===== src/rtl/control_bank_fsm.sv =====
// control_bank_fsm
//   Bank of NCH control channels. Each channel owns a staging register,
//   a committed data register and a live (pass-through) field. One channel
//   is "active" at a time: normal cycles load its stage/live from the inputs,
//   and a rising edge of enter commits stage -> committed (active channel, or
//   every channel when commit_all_i is set). Select cycles change the active
//   channel and suppress all stage/live/commit updates.
//
// Ports
//   clock_i, reset_i     clock, synchronous active-high reset
//   sel_valid_i/sel_idx_i request to change the active channel
//   data_in_i, live_in_i candidate data / live bits for the active channel
//   enter_i              commit request (rising edge acted on)
//   commit_all_i         0: commit active channel, 1: commit all channels
//   ch_ctrl_o            per-channel {live, committed}, channel k at [k*RW +: RW]
//   status_o             registered {active idx, active channel record}
//   dirty_o              stage[active] != committed[active]
//   commit_pulse_o       one-cycle strobe the cycle after a commit

module control_bank_ch #(
    parameter int DW = 8,
    parameter int LW = 2
) (
    input  logic          clock_i,
    input  logic          reset_i,
    input  logic          wr_en_i,
    input  logic          commit_i,
    input  logic [DW-1:0] data_i,
    input  logic [LW-1:0] live_i,
    output logic [DW-1:0] stage_o,
    output logic [DW-1:0] committed_o,
    output logic [LW-1:0] live_o
);
    logic [DW-1:0] stage_q, committed_q;
    logic [LW-1:0] live_q;

    always_ff @(posedge clock_i) begin
        if (reset_i) begin
            stage_q     <= '0;
            committed_q <= '0;
            live_q      <= '0;
        end else begin
            if (wr_en_i) begin
                stage_q <= data_i;
                live_q  <= live_i;
            end
            // Commits take the stage value held before this edge.
            if (commit_i) committed_q <= stage_q;
        end
    end

    assign stage_o     = stage_q;
    assign committed_o = committed_q;
    assign live_o      = live_q;
endmodule

module control_bank_fsm #(
    parameter int NCH = 2,
    parameter int DW  = 8,
    parameter int LW  = 2,
    localparam int CW = $clog2(NCH),
    localparam int RW = DW + LW
) (
    input  logic              clock_i,
    input  logic              reset_i,
    input  logic              sel_valid_i,
    input  logic [CW-1:0]     sel_idx_i,
    input  logic [DW-1:0]     data_in_i,
    input  logic [LW-1:0]     live_in_i,
    input  logic              enter_i,
    input  logic              commit_all_i,
    output logic [NCH*RW-1:0] ch_ctrl_o,
    output logic [CW+RW-1:0]  status_o,
    output logic              dirty_o,
    output logic              commit_pulse_o
);
    logic [NCH-1:0][DW-1:0] stage, committed;
    logic [NCH-1:0][LW-1:0] live;
    logic [NCH-1:0]         wr_en, commit;

    logic [CW-1:0]    active_q, active_d;
    logic             enter_q;
    logic [CW+RW-1:0] status_q, status_d;
    logic             pulse_q, pulse_d;
    logic             enter_rise, do_commit;

    always_comb begin
        enter_rise = enter_i & ~enter_q;
        // A rising edge that lands on a select cycle is consumed silently.
        do_commit  = ~sel_valid_i & enter_rise;
        active_d   = active_q;
        if (sel_valid_i && (int'(sel_idx_i) < NCH)) active_d = sel_idx_i;
        pulse_d    = do_commit;
        status_d   = {active_q, live[active_q], committed[active_q]};
    end

    always_ff @(posedge clock_i) begin
        if (reset_i) begin
            active_q <= '0;
            enter_q  <= 1'b0;
            status_q <= '0;
            pulse_q  <= 1'b0;
        end else begin
            active_q <= active_d;
            enter_q  <= enter_i;
            status_q <= status_d;
            pulse_q  <= pulse_d;
        end
    end

    for (genvar k = 0; k < NCH; k++) begin : g_ch
        assign wr_en[k] = ~sel_valid_i & (active_q == CW'(k));
        assign commit[k] = do_commit & (commit_all_i | (active_q == CW'(k)));
        assign ch_ctrl_o[k*RW +: RW] = {live[k], committed[k]};

        control_bank_ch #(.DW(DW), .LW(LW)) u_ch (
            .clock_i    (clock_i),
            .reset_i    (reset_i),
            .wr_en_i    (wr_en[k]),
            .commit_i   (commit[k]),
            .data_i     (data_in_i),
            .live_i     (live_in_i),
            .stage_o    (stage[k]),
            .committed_o(committed[k]),
            .live_o     (live[k])
        );
    end

    assign dirty_o        = stage[active_q] != committed[active_q];
    assign status_o       = status_q;
    assign commit_pulse_o = pulse_q;
endmodule


===== config.mk =====
export PLATFORM = sky130hd
export DESIGN_NAME = control_bank_fsm
export DESIGN_NICKNAME = d
export VERILOG_FILES = /design/src/rtl/control_bank_fsm.sv
export SDC_FILE = /design/constraint.sdc
export NUM_CORES = 1
export LEC_CHECK = 0
export ABC_CLOCK_PERIOD_IN_PS = 1800
export CORE_ASPECT_RATIO = 0.5
export CORE_UTILIZATION = 51
export DETAILED_ROUTE_END_ITERATION = 16
export GPL_ROUTABILITY_DRIVEN = 0
export PLACE_DENSITY = 0.83
export SKIP_CTS_REPAIR_TIMING = 1
export SLEW_MARGIN = 15
export SYNTH_ARGS = -nofsm -noshare
export SYNTH_HDL_FRONTEND = slang
export SYNTH_SLANG_ARGS = --single-unit

===== constraint.sdc =====
create_clock -name clock_i -period 1.8 [get_ports clock_i]
set_input_delay 0.54 -clock clock_i [delete_from_list [all_inputs] [get_ports clock_i]]
set_output_delay 0.54 -clock clock_i [all_outputs]
set_load 0.03 [all_outputs]

Word-level counts from Yosys, hierarchy flattened
Cells that the tools add are included.
- flip-flop bits (word level): 50
- bits of input ports: 16
- output and inout port bits: 33
- word-level logic and storage cells: 29
- $lt $le $gt $ge: 1
- equal/unequal tests: 1
- mux-type cells: 6
- bitwise operators: 11
- operators with widths (kind ; number):
    $mux W8 ; 4
    $ne A8 B8 Y1 ; 1
    $and A1 B1 Y1 ; 6
    $mux W2 ; 2
    $not A1 Y1 ; 3
    $lt A1 B2 Y1 const B ; 1
    $or A1 B1 Y1 ; 2

Depth between registers and ports, before layout
Gate-level depths: netlist of the first run.
- depth after elaboration: 4
- mapped depth: 5
- depth with buffers taken out: 4

By module
Synthesis of the first run repeated with hierarchy kept, for this count alone.
- cell total of the unflattened synthesis: 187
- area total of the unflattened synthesis: 1988.2 um^2
- by module, submodules not included (module ; instances ; cells each ; area an instance (um^2) ; seq. area each (um^2)):
    control_bank_ch ; 2 ; 58 ; 646.9 ; 360.3
    control_bank_fsm ; 1 ; 71 ; 694.4 ; 280.3

Worst setup path before layout of the first run
No wires, ideal clock.
- path kind: register to output
- start: reg g_ch[0].u_ch.committed_q[6]
- end: out dirty_o
- data arrival time: 1.340 ns
- data required time: 1.260 ns
- setup slack: -0.080 ns
- cell stages (with the launch flop): 4
- path buffers: 0
- cells stage by stage: dfxtp_1 -> xor2_1 -> nor4_1 -> a31oi_1
- word-level cells in the longest chain between the ends: 3
- ends and longest elaborated chain (item ; line ; text):
    from (decl) ; 34 ; logic [DW-1:0] stage_q, committed_q;
    from (signal assigned) ; 48 ; if (commit_i) committed_q <= stage_q;
    $mux W8 (implied by the code) (2 in series) ; 129 ; assign dirty_o = stage[active_q] != committed[active_q];
    $ne A8 B8 Y1 ; 129 ;
    to (decl) ; 74 ; output logic dirty_o,
No other way between the ends. The select of a mux whose other input is x is not followed.

Worst setup path in the final report of the first run
- start: reg g_ch[0].u_ch.committed_q[3]
- end: out dirty_o
The elaborated chain is that of the path after synthesis.

==> results of run 1 <==
## power groups by stage
stage	logic, mW	registers [mW]	clock network (mW)
after global routing	0.350	1.16	0.734
after floorplan	0.130	1.21	0
after CTS	0.320	1.16	0.671
after global placement	0.309	1.18	0
after detailed placement	0.317	1.18	0
final	0.333	1.16	0.693
## cell type report
cell class	count	area [µm²]	area share [%]
sequential	50	1000	33.2
timing repair buffer	93	931	30.9
multi-input combinational	146	921	30.6
clock buffer	7	86.3	2.87
tap	51	63.8	2.12
clock inverter	1	5.00	0.166
inverter	1	3.75	0.125
## per-layer routing
| layer | routed length [µm] | vias up | share of wire [%] | global-route usage [%] |
|---|---|---|---|---|
| met5 | 0 | - | 0 | 0 |
| met4 | 231 | 0 | 3.6 | 10.2 |
| met3 | 640 | 34 | 10 | 8.33 |
| met2 | 3000 | 113 | 47 | 51.1 |
| met1 | 2470 | 906 | 39 | 33.9 |
| li1 | - | 856 | - | - |
## worst max-delay path by stage
stage | end | slack [ns] | depth (start not counted)
4_1_cts | dirty_o | -0.66 | 4
2_1_floorplan | dirty_o | 0.06 | 3
3_3_place_gp | dirty_o | -0.29 | 4
6_report | dirty_o | -0.30 | 4
5_1_grt | dirty_o | -0.35 | 4
3_5_place_dp | dirty_o | -0.30 | 4
## registers in the layout, summed over array words and instances (netlist names)
signal and cells:
g_ch.u_ch.committed_o 16, g_ch.u_ch.stage_o 16, status_o 11, g_ch.u_ch.live_o 4, active_q 1, commit_pulse_o 1, enter_q 1
## placed cells by master (no fill, tap or decap), types with 2 or more instances in the layout
master	n
dfxtp_1	50
buf_4	42
nand2_1	41
dlymetal6s2s_1	32
nor2_1	28
mux2i_1	26
a21oi_1	21
clkdlybuf4s50_1	15
xor2_1	8
clkbuf_8	6
xnor2_1	5
xnor2_2	3
buf_12	3
nor4_2	2
nand4_1	2
nor2b_1	2
## tightest hold or removal path, cell delays in order (launching register included)
cell     delay, ns
dfxtp_1       0.33
nand2_1       0.06
a21oi_1       0.05
## cell families (layout without fill, tap and decap cells)
logic type             after synthesis  in the layout  share of synthesized area [%]
AO/OA/AOI/OAI                       24             24                           6.99
flip-flops                          50             50                           51.8
multiplexers                        26             26                           13.5
buffers and inverters               12            102                           2.98
AND/OR/NAND/NOR                     80             80                           17.5
XOR/XNOR                            16             16                           7.25
## stage by stage
step	hold WS (ns)	area [µm²]	utilization, %
after floorplan	0.460	1940	-
after global placement	0.457	2810	79.5
after detailed placement	0.471	2810	79.5
after CTS	0.482	2900	82.1
after global routing	0.493	3010	85.4
final	0.480	3010	85.4
## synth_stat cells
master    number  share of area, %
dfxtp_1       50                52
nand2_1       41               8.0
nor2_1        28               5.4
mux2i_1       26                13
a21oi_1       21               5.4
xnor2_1        8               3.6
xor2_1         8               3.6
clkbuf_1       6               1.2
buf_2          4               1.0
nand4_1        2              0.65
nor2b_1        2              0.65
nor4_1         2              0.65
a31oi_1        1              0.32
buf_6          1              0.58
inv_1          1              0.19
nand2b_1       1              0.32
nor2_2         1              0.32
nor3_1         1              0.26
nor3b_4        1              0.97
o21a_1         1              0.39
o21ai_4        1              0.84
or2_2          1              0.32
==> qor_table.md, run 1 <==
| Stage | Item | This run |
| --- | --- | --- |
| yosys | Cells after Synth | 208 |
| pwr | Design internal power | 1.60 mW |
| floorplanning | I/O Pins | 49 |
| final layout | Area grow syn2layout | 55.8% |
| yosys | Syn avg cell area | 9.29 µm² |
| worst setup path | Series of cell instances along the critical path | xor2_1 > nor4_2 > a31oi_2 > buf_2 |
| pwr | Pwr/cell area | 725 nW/µm² |
| floorplanning | Die Height | 45.5 µm |
| pwr | Worst voltage drop across the vdd grid | 0.483 mV |
| yosys | Sequential share of the synthesized area | 51.8% |
| worst setup path | Type of element capturing the critical path | primary output |
| drt | Initial drt markers | 123 |
| timing | Slew at the pin with the worst max-slew slack | 0.402 ns |
| pwr | Sw Pwr | 0.580 mW |
| worst setup path | R2R Setup Slk | 0.33 ns |
| global routing | Total routing usage reported by global routing | 28.7% |
| drt | Number of vias per cell after detailed routing | 5.47 |
| worst setup path | Worst Path Max Fanout | 2 |
| worst setup path | Worst path max stage delay | 0.39 ns |
| place | Setup slack after placement | -0.300 ns |
| global routing | Maximum number of pins on one net before global-route repair | 51 |
| worst setup path | Library cell contributing the largest single delay on the critical path | nor4_2 |
| timing | Minimum clock period | 2.10 ns |
| final layout | Non-filler cells, final | 349 |
| drt | Final routed wirelength across all metal layers | 6340 µm |
| cts | TritonCTS buffer count | 5 |
| cts | CTS H-Tree Depth | 2 |
| timing | Maximum operating frequency | 475 MHz |
| worst setup path | Required time at the worst-slack endpoint | 1.26 ns |
| timing | Final setup violation count | 1 |
| timing | Unrepaired setup endpoints after global routing | yes |
| pwr | Switching part of the total power | 26.5% |
| drt | Drt pass-1 iters | 4 |
| pwr | Lkg Pwr | 1.80 nW |
| global routing | Global-route wire length before repair | 8390 µm |
| timing | Least setup slack across all paths after layout | -0.304 ns |
| status | Run status | complete, but fails checks |
| status | Failing checks | setup timing |
| worst setup path | Critical path buffer and inverter count | 1 |
| yosys | Post-Synthesis Cell Area | 1930 µm² |
| drt | Wire length per cell after detailed routing | 18.2 µm |
| timing | Final hold violation count | 0 |
| floorplanning | Chip width | 89.1 µm |
| timing | Setup tns final | -0.304 ns |
| global routing | Number of global-route vias before repair | 1741 |
| final layout | Final layout net count | 313 |
| timing | Part of the cycle the worst path needs | 117% |
| floorplanning | Full die area | 4060 µm² |
| final layout | Count of inserted antenna diode cells | 0 |
| hold path | Worst Hold Path Cells | 2 |
| worst setup path | Cell class contributing the biggest share of worst-path delay | simple AND/OR/NAND/NOR gates |
| hold path | Startpoint of the lowest-slack hold path | g_ch[0].u_ch.live_o[1] |
| pwr | Share of power burned in the clock network | 31.7% |
| timing | Worst clock skew on the final layout | 0.00774 ns |
| floorplanning | Cell Rows | 15 |
| pwr | Tot Pwr | 2.18 mW |
| worst setup path | Startpoint Class | flip-flop |
| yosys | Yosys warnings | 0 |
| cts | CTS tree | yes |
| yosys | Syn nets | 224 |
| yosys | Post-synth cell types | 22 |
| global routing | Total global routing overflow | 0 |
| worst setup path | Reg2reg end | g_ch[1].u_ch.committed_o[6] |
| worst setup path | Worst-case reg-to-reg path depth | 5 |
| worst setup path | WS Path Type | reg -> out |
| drt | DRC violation count after routing | 0 |
| run | Number of maximum-capacitance violations | 0 |
| global routing | Initial antenna violation count | 0 |
| cts | Cell at the root of the clock tree | clkbuf_8 |
| timing | Slew HR | 73.1% |
| hold path | HP Class | reg -> reg |
| place | Total instance count after detailed placement | 341 |
| final layout | Ratio of cells with drive above 1 in the final layout | 21.5% |
| place | DP HPWL | 3790 µm |
| place | Input/output buffers | 48 |
| yosys | #FFs+latches synth | 50 |
| cts | Largest buffer count on any clock path | 2 |
| pwr | Seq pwr share | 53.0% |
| worst setup path | Startpoint of the lowest-slack register-to-register path | active_q |
| cts | Clock sink count | 50 |
| hold path | End point of the worst hold path | g_ch[0].u_ch.live_o[1] |
| worst setup path | Data arrival time at the worst-slack endpoint | 1.56 ns |
| drt | Remaining antenna violation count after routing | 0 |
| final layout | Filler Cell Count | 170 |
| pwr | Combinational cell fraction of total power | 15.2% |
| drt | Total number of vias | 1909 |
| cts | CTS clock-pin slew for the worst setup and hold paths | 0.10 ns |
| cts | Clock latency reported for the late side of the worst-skew pair | 0.30 ns |
| floorplanning | Initial Utilization | 54.8% |
| floorplanning | Placeable core region | 3530 µm² |
| timing | Count of final max-slew check failures | 0 |
| worst setup path | Setup crit start | g_ch[0].u_ch.committed_o[3] |
No activity file was read; power rests on OpenSTA's default activity.
==> run 2: changes to the inputs <==
- ABC_CLOCK_PERIOD_IN_PS: 1800 -> not set
- RECOVER_POWER: not set -> 100
==> qor_table.md, run 2 (synthesis gave the netlist of run 1 again) <==
| Stage | Item | This run | vs previous |
| --- | --- | --- | --- |
| drt | Remaining antenna violation count after routing | 0 | unchanged |
| hold path | Worst Hold Path Cells | 2 | unchanged |
| final layout | Count of inserted antenna diode cells | 0 | unchanged |
| cts | Largest buffer count on any clock path | 2 | unchanged |
| cts | TritonCTS buffer count | 5 | unchanged |
| drt | Final routed wirelength across all metal layers | 6420 µm | +1.3% |
| timing | Slew HR | 63.4% | -9.6 points |
| floorplanning | Cell Rows | 15 | unchanged |
| worst setup path | Series of cell instances along the critical path | xor2_1 > nor4_2 > a31oi_2 > buf_2 |  |
| final layout | Ratio of cells with drive above 1 in the final layout | 20.1% | -1.3 points |
| global routing | Global-route wire length before repair | 8390 µm | unchanged |
| worst setup path | WS Path Type | reg -> out |  |
| drt | Wire length per cell after detailed routing | 18.4 µm | +1.3% |
| final layout | Area grow syn2layout | 38.7% |  |
| global routing | Initial antenna violation count | 0 | unchanged |
| worst setup path | Worst path max stage delay | 0.39 ns | about the same |
| floorplanning | Initial Utilization | 54.8% | unchanged |
| floorplanning | Die Height | 45.5 µm | unchanged |
| final layout | Area of the multi-input gates | 910 µm² | -1.2% |
| place | Placed instance area | 2810 µm² | unchanged |
| timing | Slew at the pin with the worst max-slew slack | 0.548 ns | +0.146 ns |
| place | DP HPWL | 3790 µm | unchanged |
| global routing | Maximum number of pins on one net before global-route repair | 51 | unchanged |
| final layout | FF/Latch Area | 1000 µm² | unchanged |
| worst setup path | Required time at the worst-slack endpoint | 1.26 ns | about the same |
| status | Run status | complete, but fails checks |  |
| pwr | Worst voltage drop across the vdd grid | 0.476 mV | -1.3% |
| pwr | Tot Pwr | 2.16 mW | -1.1% |
| cts | Clock sink count | 50 | unchanged |
| global routing | Number of global-route vias before repair | 1741 | unchanged |
| floorplanning | Full die area | 4060 µm² | unchanged |
| cts | CTS H-Tree Depth | 2 | unchanged |
| final layout | Layout Cell Area excl Fill | 2680 µm² | -11% |
| final layout | Final layout net count | 313 | unchanged |
| timing | Least setup slack across all paths after layout | -0.311 ns | -0.00653 ns |
| cts | CTS clock-pin slew for the worst setup and hold paths | 0.10 ns | about the same |
| run | Number of maximum-capacitance violations | 0 | unchanged |
| timing | Maximum operating frequency | 474 MHz | -0.31% |
| pwr | Pwr/cell area | 806 nW/µm² | +11% |
| global routing | Total routing usage reported by global routing | 28.7% | unchanged |
| cts | Clock latency reported for the late side of the worst-skew pair | 0.30 ns | about the same |
| drt | Initial drt markers | 132 | +7.3% |
| worst setup path | Startpoint Class | flip-flop |  |
| cts | CTS tree | yes |  |
| global routing | Total global routing overflow | 0 | unchanged |
| drt | Drt pass-1 iters | 4 | unchanged |
| hold path | HP Class | reg -> reg |  |
| worst setup path | Worst Path Max Fanout | 2 | unchanged |
| worst setup path | Type of element capturing the critical path | primary output |  |
| final layout | Filler Cell Count | 250 | +47% |
| pwr | Lkg Pwr | 1.12 nW | -38% |
| timing | Final hold violation count | 0 | unchanged |
| status | Failing checks | setup timing |  |
| final layout | Commonest non-fill, non-tap cell in the layout | dfxtp_1 |  |
| worst setup path | Worst-case reg-to-reg path depth | 5 | unchanged |
| timing | Count of final max-slew check failures | 0 | unchanged |
| worst setup path | Library cell contributing the largest single delay on the critical path | nor4_2 |  |
| final layout | Commonest non-fill, non-tap cells in the layout | 50 x dfxtp_1, 41 x nand2_1, 39 x buf_4 |  |
| floorplanning | Placeable core region | 3530 µm² | unchanged |
| place | Input/output buffers | 48 | unchanged |
| drt | Total number of vias | 1894 | -0.79% |
| timing | Minimum clock period | 2.11 ns | +0.00653 ns |
| drt | Number of vias per cell after detailed routing | 5.43 | -0.79% |
| drt | DRC violation count after routing | 0 | unchanged |
| timing | Part of the cycle the worst path needs | 117% | +0.36 points |
| timing | Final setup violation count | 9 | +8 |
| timing | Worst clock skew on the final layout | 0.0101 ns | +0.00232 ns |
| timing | Unrepaired setup endpoints after global routing | yes |  |
| floorplanning | I/O Pins | 49 | unchanged |
| worst setup path | Data arrival time at the worst-slack endpoint | 1.57 ns | about the same |
| floorplanning | Chip width | 89.1 µm | unchanged |
| cts | Cell at the root of the clock tree | clkbuf_8 |  |
-- run 2: cell types whose count changed in the layout (fill, tap and decap cells not counted), sizes merged --
cell and change:
clkbuf +37, dlymetal6s2s -32, clkdlybuf4s50 -2, buf -5, dlygate4sd3 +2
-- run 2: worst paths after layout --
kind,from,endpoint,slack [ns]
setup / recovery,g_ch[0].u_ch.committed_o[3],dirty_o,-0.31
hold / removal,g_ch[0].u_ch.live_o[1],g_ch[0].u_ch.live_o[1],0.48
hold reg to reg,g_ch[0].u_ch.live_o[1],g_ch[0].u_ch.live_o[1],0.48
setup reg to reg,active_q,g_ch[0].u_ch.committed_o[4],0.30
-- run 2: where the power goes --
group	internal [mW]	switching (mW)
clock	0.312	0.383
sequential	1.14	0.0214
combinational	0.132	0.176
total	1.58	0.580
-- run 2: critical path, delay by kind of cell (launching register included) --
| family | cells | cell delay [ns] |
|---|---|---|
| compound gates | 1 | 0.15 |
| xor+xnor | 1 | 0.18 |
| buf+inv | 1 | 0.20 |
| flops | 1 | 0.34 |
| simple gates | 1 | 0.39 |
-- run 2: per-layer routing --
layer	global-route usage [%]	up-vias	share of wire, %
met4	10.2	0	3.8
met3	8.33	34	10
li1	-	855	-
met1	33.9	897	39
met2	51.1	108	46
met5	0	-	0
-- run 2: area by class of cell --
| type | count | area share, % |
|---|---|---|
| clock inverters | 1 | 0.187 |
| flip-flops and latches | 50 | 37.3 |
| inverters | 1 | 0.140 |
| clock buffers | 7 | 3.22 |
| repair buffers | 93 | 22.8 |
| well taps | 51 | 2.38 |
| multi-input cells | 146 | 33.9 |
-- run 2: through the flow --
step,hold WS (ns),setup slack [ns],TNS (ns),instances,util [%]
2_1_floorplan,0.460,0.0561,0,208,-
3_3_place_gp,0.457,-0.290,-1.66,341,79.5
3_5_place_dp,0.471,-0.300,-2.13,341,79.5
4_1_cts,0.482,-0.662,-4.33,349,82.1
5_1_grt,0.496,-0.350,-1.64,349,76.0
6_report,0.481,-0.311,-0.663,349,76.0
